`config.mk`:
```
export PLATFORM = sky130hd
export DESIGN_NAME = comb_driver
export DESIGN_NICKNAME = d
export VERILOG_FILES = /design/src/rtl/comb_driver_pkg.sv /design/src/rtl/comb_driver_piso_sipo.sv /design/src/rtl/comb_driver.sv
export SDC_FILE = /design/constraint.sdc
export NUM_CORES = 1
export LEC_CHECK = 0
export ABC_AREA = 1
export CORE_ASPECT_RATIO = 1.1
export CORE_MARGIN = 2
export CORE_UTILIZATION = 35
export CTS_CLUSTER_DIAMETER = 150
export DETAILED_ROUTE_END_ITERATION = 8
export SETUP_SLACK_MARGIN = 0.02
export SYNTH_ARGS = -nofsm -noshare
export SYNTH_HDL_FRONTEND = slang
export SYNTH_SLANG_ARGS = --single-unit
```
`constraint.sdc`:
```
create_clock -name clk -period 1.52 [get_ports clk]
set_clock_uncertainty 0.2 [all_clocks]
set_input_delay 0.152 -clock clk [delete_from_list [all_inputs] [get_ports clk]]
set_output_delay 0.152 -clock clk [all_outputs]
set_load 0.005 [all_outputs]
```
`src/rtl/comb_driver_pkg.sv`:
```
// comb_driver_pkg
// Shared constants and types for the comb_driver serial stimulus/response
// stage: frame widths, bit maps of the stim/resp buses, FSM state encoding,
// and small helpers to pack the per-block fields of those buses.
// Build option: COMB_DRIVER_PARITY_EN adds an even-parity bit to each frame.
package comb_driver_pkg;

   localparam int STIM_W = 27;
   localparam int RESP_W = 6;

`ifdef COMB_DRIVER_PARITY_EN
   localparam int FRAME_LEN = STIM_W + 1;
`else
   localparam int FRAME_LEN = STIM_W;
`endif

   // stim bit map
   localparam int STIM_U21_LSB = 0;   // [3:0]
   localparam int STIM_U31_LSB = 4;   // [9:4]
   localparam int STIM_U41_LSB = 10;  // [19:10]
   localparam int STIM_U22_LSB = 20;  // [25:20]
   localparam int STIM_U22_SEL = 26;

   // resp bit map
   localparam int RESP_U21_OUT = 0;
   localparam int RESP_U31_OUT = 1;
   localparam int RESP_U41_OUT = 2;
   localparam int RESP_U22_LSB = 3;   // [4:3]
   localparam int RESP_MUX_OUT = 5;

   localparam logic [2:0] ST_IDLE      = 3'd0;
   localparam logic [2:0] ST_SHIFT_IN  = 3'd1;
   localparam logic [2:0] ST_APPLY     = 3'd2;
   localparam logic [2:0] ST_CAPTURE   = 3'd3;
   localparam logic [2:0] ST_SHIFT_OUT = 3'd4;

   typedef enum logic [2:0] {
      S_IDLE      = ST_IDLE,
      S_SHIFT_IN  = ST_SHIFT_IN,
      S_APPLY     = ST_APPLY,
      S_CAPTURE   = ST_CAPTURE,
      S_SHIFT_OUT = ST_SHIFT_OUT
   } state_e;

   function automatic logic [STIM_W-1:0] pack_stim(input logic [3:0] u21,
                                                   input logic [5:0] u31,
                                                   input logic [9:0] u41,
                                                   input logic [5:0] u22,
                                                   input logic       sel);
      logic [STIM_W-1:0] s;
      s = '0;
      s[STIM_U21_LSB +: 4]  = u21;
      s[STIM_U31_LSB +: 6]  = u31;
      s[STIM_U41_LSB +: 10] = u41;
      s[STIM_U22_LSB +: 6]  = u22;
      s[STIM_U22_SEL]       = sel;
      return s;
   endfunction

   function automatic logic [RESP_W-1:0] pack_resp(input logic       u21,
                                                   input logic       u31,
                                                   input logic       u41,
                                                   input logic [1:0] u22,
                                                   input logic       mux);
      logic [RESP_W-1:0] r;
      r = '0;
      r[RESP_U21_OUT]      = u21;
      r[RESP_U31_OUT]      = u31;
      r[RESP_U41_OUT]      = u41;
      r[RESP_U22_LSB +: 2] = u22;
      r[RESP_MUX_OUT]      = mux;
      return r;
   endfunction

endpackage

```
`src/rtl/comb_driver_piso_sipo.sv`:
```
// piso_sipo
// Generic shift register with parallel load and parallel read. Shifts right:
// ser_in enters at the MSB and ser_out is the LSB, so after W shifts the
// first serial bit sits in bit 0 (LSB-first framing).
// Ports:
//   clk, rst_n   clock, synchronous active-low reset
//   shift_en     shift one position this cycle
//   ser_in       serial input (enters MSB)
//   load_en      load par_in (takes priority over shift_en)
//   par_in       parallel load value
//   ser_out      current LSB
//   par_out      current register contents
module piso_sipo #(
   parameter int W = 8
) (
   input  logic         clk,
   input  logic         rst_n,
   input  logic         shift_en,
   input  logic         ser_in,
   input  logic         load_en,
   input  logic [W-1:0] par_in,
   output logic         ser_out,
   output logic [W-1:0] par_out
);

   logic [W-1:0] sr_q, sr_d;

   always_comb begin
      sr_d = sr_q;
      if (load_en) begin
         sr_d = par_in;
      end else if (shift_en) begin
         sr_d = {ser_in, sr_q[W-1:1]};
      end
   end

   always_ff @(posedge clk) begin
      if (!rst_n) begin
         sr_q <= '0;
      end else begin
         sr_q <= sr_d;
      end
   end

   assign ser_out = sr_q[0];
   assign par_out = sr_q;

endmodule

```
`src/rtl/comb_driver.sv`:
```
// comb_driver
// Serial front end for the comb gate array: shifts a stimulus frame in on
// sdi, holds it on stim, waits SETTLE_CYCLES, captures resp and shifts it
// back out on sdo (both LSB first).
// Build option: COMB_DRIVER_PARITY_EN -> 28-bit frames with even parity in
// bit 27; a bad frame leaves stim untouched, sets err, and replays resp_q.
// Ports:
//   clk, rst_n   clock, synchronous active-low reset
//   start        begin a frame (only looked at in IDLE)
//   sdi / sdo    serial stimulus in / serial response out
//   busy, done   not-IDLE flag / one-cycle end-of-frame pulse
//   err          sticky parity error, cleared by the next accepted start
//   stim         27-bit stimulus to comb (shadow register)
//   resp         6-bit result from comb
//   resp_q       last captured result
//
// state      | meaning
// IDLE       | waiting for start
// SHIFT_IN   | sampling FRAME_LEN bits of sdi
// APPLY      | stim stable, waiting SETTLE_CYCLES for comb to settle
// CAPTURE    | latch resp into resp_q and the output shifter
// SHIFT_OUT  | driving 6 response bits on sdo
module comb_driver
   import comb_driver_pkg::*;
#(
   parameter int SETTLE_CYCLES = 2
) (
   input  logic        clk,
   input  logic        rst_n,
   input  logic        start,
   input  logic        sdi,
   output logic        sdo,
   output logic        busy,
   output logic        done,
   output logic        err,
   output logic [26:0] stim,
   input  logic [5:0]  resp,
   output logic [5:0]  resp_q
);

   state_e                state_q, state_d;
   logic [4:0]            cnt_q, cnt_d;
   logic [STIM_W-1:0]     stim_q, stim_d;
   logic [RESP_W-1:0]     resp_cap_q, resp_cap_d;
   logic                  done_q, done_d;

   logic                  in_shift_en;
   logic [FRAME_LEN-2:0]  in_par;
   logic [FRAME_LEN-1:0]  frame;
   logic                  unused_in_ser;

   logic                  out_load, out_shift_en;
   logic [RESP_W-1:0]     out_par_in;
   logic [RESP_W-1:0]     unused_out_par;
   logic                  out_ser;

`ifdef COMB_DRIVER_PARITY_EN
   logic                  err_q, err_d;
`endif

   // The input shifter holds the first FRAME_LEN-1 bits; the last bit is
   // taken straight from sdi so the full frame is known in the last cycle.
   piso_sipo #(.W(FRAME_LEN - 1)) u_stim_sr (
      .clk      (clk),
      .rst_n    (rst_n),
      .shift_en (in_shift_en),
      .ser_in   (sdi),
      .load_en  (1'b0),
      .par_in   ('0),
      .ser_out  (unused_in_ser),
      .par_out  (in_par)
   );

   piso_sipo #(.W(RESP_W)) u_resp_sr (
      .clk      (clk),
      .rst_n    (rst_n),
      .shift_en (out_shift_en),
      .ser_in   (1'b0),
      .load_en  (out_load),
      .par_in   (out_par_in),
      .ser_out  (out_ser),
      .par_out  (unused_out_par)
   );

   assign frame = {sdi, in_par};

   always_comb begin
      state_d      = state_q;
      cnt_d        = cnt_q;
      stim_d       = stim_q;
      resp_cap_d   = resp_cap_q;
      done_d       = 1'b0;
      in_shift_en  = 1'b0;
      out_load     = 1'b0;
      out_shift_en = 1'b0;
      out_par_in   = resp;
`ifdef COMB_DRIVER_PARITY_EN
      err_d        = err_q;
`endif
      case (state_q)
         S_IDLE: begin
            if (start) begin
               state_d = S_SHIFT_IN;
               cnt_d   = 5'(FRAME_LEN - 1);
`ifdef COMB_DRIVER_PARITY_EN
               err_d   = 1'b0;
`endif
            end
         end
         S_SHIFT_IN: begin
            in_shift_en = 1'b1;
            if (cnt_q == 5'd0) begin
`ifdef COMB_DRIVER_PARITY_EN
               if (^frame) begin
                  // bad frame: comb keeps its old stimulus, old result is replayed
                  err_d      = 1'b1;
                  out_load   = 1'b1;
                  out_par_in = resp_cap_q;
                  cnt_d      = 5'(RESP_W - 1);
                  state_d    = S_SHIFT_OUT;
               end else begin
                  stim_d  = frame[STIM_W-1:0];
                  cnt_d   = 5'(SETTLE_CYCLES - 1);
                  state_d = S_APPLY;
               end
`else
               stim_d  = frame;
               cnt_d   = 5'(SETTLE_CYCLES - 1);
               state_d = S_APPLY;
`endif
            end else begin
               cnt_d = cnt_q - 5'd1;
            end
         end
         S_APPLY: begin
            if (cnt_q == 5'd0) begin
               state_d = S_CAPTURE;
            end else begin
               cnt_d = cnt_q - 5'd1;
            end
         end
         S_CAPTURE: begin
            resp_cap_d = resp;
            out_load   = 1'b1;
            cnt_d      = 5'(RESP_W - 1);
            state_d    = S_SHIFT_OUT;
         end
         S_SHIFT_OUT: begin
            out_shift_en = 1'b1;
            if (cnt_q == 5'd0) begin
               done_d  = 1'b1;
               state_d = S_IDLE;
            end else begin
               cnt_d = cnt_q - 5'd1;
            end
         end
         default: state_d = S_IDLE;
      endcase
   end

   always_ff @(posedge clk) begin
      if (!rst_n) begin
         state_q    <= S_IDLE;
         cnt_q      <= '0;
         stim_q     <= '0;
         resp_cap_q <= '0;
         done_q     <= 1'b0;
`ifdef COMB_DRIVER_PARITY_EN
         err_q      <= 1'b0;
`endif
      end else begin
         state_q    <= state_d;
         cnt_q      <= cnt_d;
         stim_q     <= stim_d;
         resp_cap_q <= resp_cap_d;
         done_q     <= done_d;
`ifdef COMB_DRIVER_PARITY_EN
         err_q      <= err_d;
`endif
      end
   end

`ifdef COMB_DRIVER_PARITY_EN
   assign err = err_q;
`else
   assign err = 1'b0;
`endif

   assign sdo    = (state_q == S_SHIFT_OUT) & out_ser;
   assign busy   = (state_q != S_IDLE);
   assign done   = done_q;
   assign stim   = stim_q;
   assign resp_q = resp_cap_q;

endmodule
```
==> reports/qor.yml <==
synth_seq_cells: 74
fin_util: 0.5253
fmax_mhz: 636.4
endpoint_kind: "register"
grt.total_usage: 0.1470
slew_viol_final: 0
critPathKind: "register to register"
clkTransAtPathRegs_ns: 0.08
status: "finished, violations left"
avgRoutedWirePerCell_um: 12.09
path_buf_inv: 5
avgSynthCellArea_um2: 8.295
io_buffers: 45
maxCapViolations: 0
first_pass_iters: 4
cts.path.max_buffers: 2
num_rows: 35
hpwl_um: 4203
fillCellCount: 786
cts_tree: "done"
grt_max_degree: 45
grt_pass1_wl_um: 11060
place.gp.congestion: 0.8069
arrival_ns: 1.60
vdd_drop_max_v: 0.0007965
synth-warning-count: 0
rsz0062_at_grt: "yes"
start_util: 0.3548
total_power_mw: 8.194
p_leak_nw: 1.838
synth_fp_nets: 365
viasPerCell: 4.668
dieArea_um2: 9140
seqCellArea_um2: 1514
io_pins: 47
grt.overflow.total: 0
finalCritPeriodShare: 1.034
drtAntennaViolNets: 0
postPlaceCellArea_um2: 3645
drt_iter0_drc: 92
htree_levels: 3
synth_cells: 354
holdBufCountCts: 0
hold_ws_ns: 0.1966
start_kind: "register"
yosysUniqueCellTypes: 29
cp_common_cell: "buf_12"
routed_wl_um: 6773
numCtsBuffers: 9
setup_violations: 26
antenna_found_initial: 0
cp_slowest_cell: "dfxtp_2"
r2r_setup_slack_ns: -0.05
cts_root_buf: "clkbuf_8"
violations: "setup timing"
multi_input_area_um2: 1365
insertion_delay_ns: 0.34
required_ns: 1.54
core-area_um2: 8277
nets: 455
cp_top_family: "buffers and inverters"
holdCritPathClass: "input port to register"
ys_seq_area_frac: 0.5045
worst_slack_ns: -0.05125
finalHoldViolations: 0
fin_crit_ns: 1.571
die_x_um: 91.34
slowest_delay_ns: 0.33
drive_gt1_frac: 0.3653
via_count: 2614
syn2layout_area_growth_pct: 48.06
n_antenna_cell: 0
drc_errors: 0
syn-cell-area_um2: 2937
die_h_um: 100.1
powerDensity_nw_per_um2: 1885
grt_pass1_vias: 2562
path_max_fanout: 8
crit_chain: "inv_2 > buf_12 > nand3_4 > nor2_8 > buf_12 > buf_6 > buf_4 > a211oi_2"
clock_sinks: 74
final_area_um2: 4348
sequential cells by signal, summed over array words and instances, names as in the netlist:
signal and flops:
cnt_q 5, done 1, resp_q 6, state_q 3, stim 27, u_resp_sr.par_out 6
u_stim_sr.par_out 26
worst min-delay path: stages:
cell and delay (ns):
clkdlybuf4s50_1 0.39, nand2_1 0.08, a21oi_1 0.06
metal layers:
metal  wire length [um]  part of all wire  track usage
met1               3134              0.46       0.1808
met2               3331              0.49       0.2513
met3                219             0.032      0.02928
met4                 88             0.013      0.06410
met5                  0                 0            0
cell families (layout without fill, tap and decap cells):
kind of cell	after synthesis	in the layout	share of synthesized area
xor gates and xnor gates	1	1	0.002983
DFF	74	74	0.5045
AOI/OAI and AO/OA	101	101	0.2139
other	1	1	0.001277
and+or+nand+nor	118	118	0.1841
buffers and inverters	58	153	0.08905
adders and majority gates	1	1	0.004260
power by group:
group	total (mW)	switching [mW]	internal [mW]
clock	1.55	0.733	0.816
sequential	2.80	0.302	2.50
combinational	3.84	1.96	1.88
total	8.19	3.00	5.20
cell usage in the layout (no fill, tap or decap), types with 2 or more instances in the layout:
master            n
dfxtp_1          50
nand2_4           3
inv_2             9
inv_1            27
nand4_1           2
inv_6             2
nand3_1           5
clkbuf_8         10
buf_4            30
a21oi_1          42
a211oi_2         17
dlygate4sd2_1    34
buf_6            14
clkbuf_16         2
a31oi_1           5
dfxtp_2          23
o21ai_0          24
buf_12            6
clkdlybuf4s50_1   9
nand2_2          12
nand2_1          52
nor2_2            5
buf_8             2
nand3_4           3
nand3_2           4
a21oi_2           5
o21ai_1           3
a211oi_1          3
nor2_4            7
nor2_1           23
path summary, 6_finish.rpt:
path	start	endpoint	cells past startpoint
setup / recovery	state_q[1]	stim[5]	8
setup reg to reg	state_q[1]	stim[5]	8
hold reg to reg	u_stim_sr.par_out[0]	stim[0]	2
hold / removal	resp[3]	resp_q[3]	3
area by class of cell:
cell class | count | area share
clock buffers | 11 | 0.03252
clock inverters | 5 | 0.01410
inverters | 38 | 0.03367
multi-input cells | 222 | 0.3140
flip-flops and latches | 74 | 0.3482
well taps | 111 | 0.03194
repair buffers | 99 | 0.2256
repair_timing:
item | CTS | global route
endpoints found under the hold margin | 0 | 0
endpoints found under the setup margin | 85 | 70
cloned | 0 | 2
gates resized for setup | 75 | 65
pin swaps | 5 | 20
buffers inserted | 16 | 12
Yosys cell counts (all sizes together):
cell type / count / area (um2)
clkbuf: 8 / 30.03
ha: 1 / 12.51
xor2: 1 / 8.760
a21oi: 47 / 239.0
a211oi: 20 / 210.2
nand3: 12 / 100.1
clkinv: 1 / 3.750
o21a: 1 / 7.510
o21ai: 28 / 140.1
conb: 1 / 3.750
nand4: 2 / 12.51
dfxtp: 74 / 1481
nor2: 36 / 166.4
nand2: 67 / 256.5
buf: 12 / 88.83
inv: 37 / 138.9
a31oi: 5 / 31.28
nor3: 1 / 5.000
through the flow:
stage               instances  setup TNS, ns  setup slack [ns]
detailed placement        515         -1.505          -0.09703
floorplan                 354              0           0.03333
global placement          515        -0.6963          -0.04520
finish                    560        -0.6614          -0.05125
CTS                       547        -0.2693          -0.03797
global route              560         -3.685           -0.1291
No activity file was read; power rests on OpenSTA's default activity.
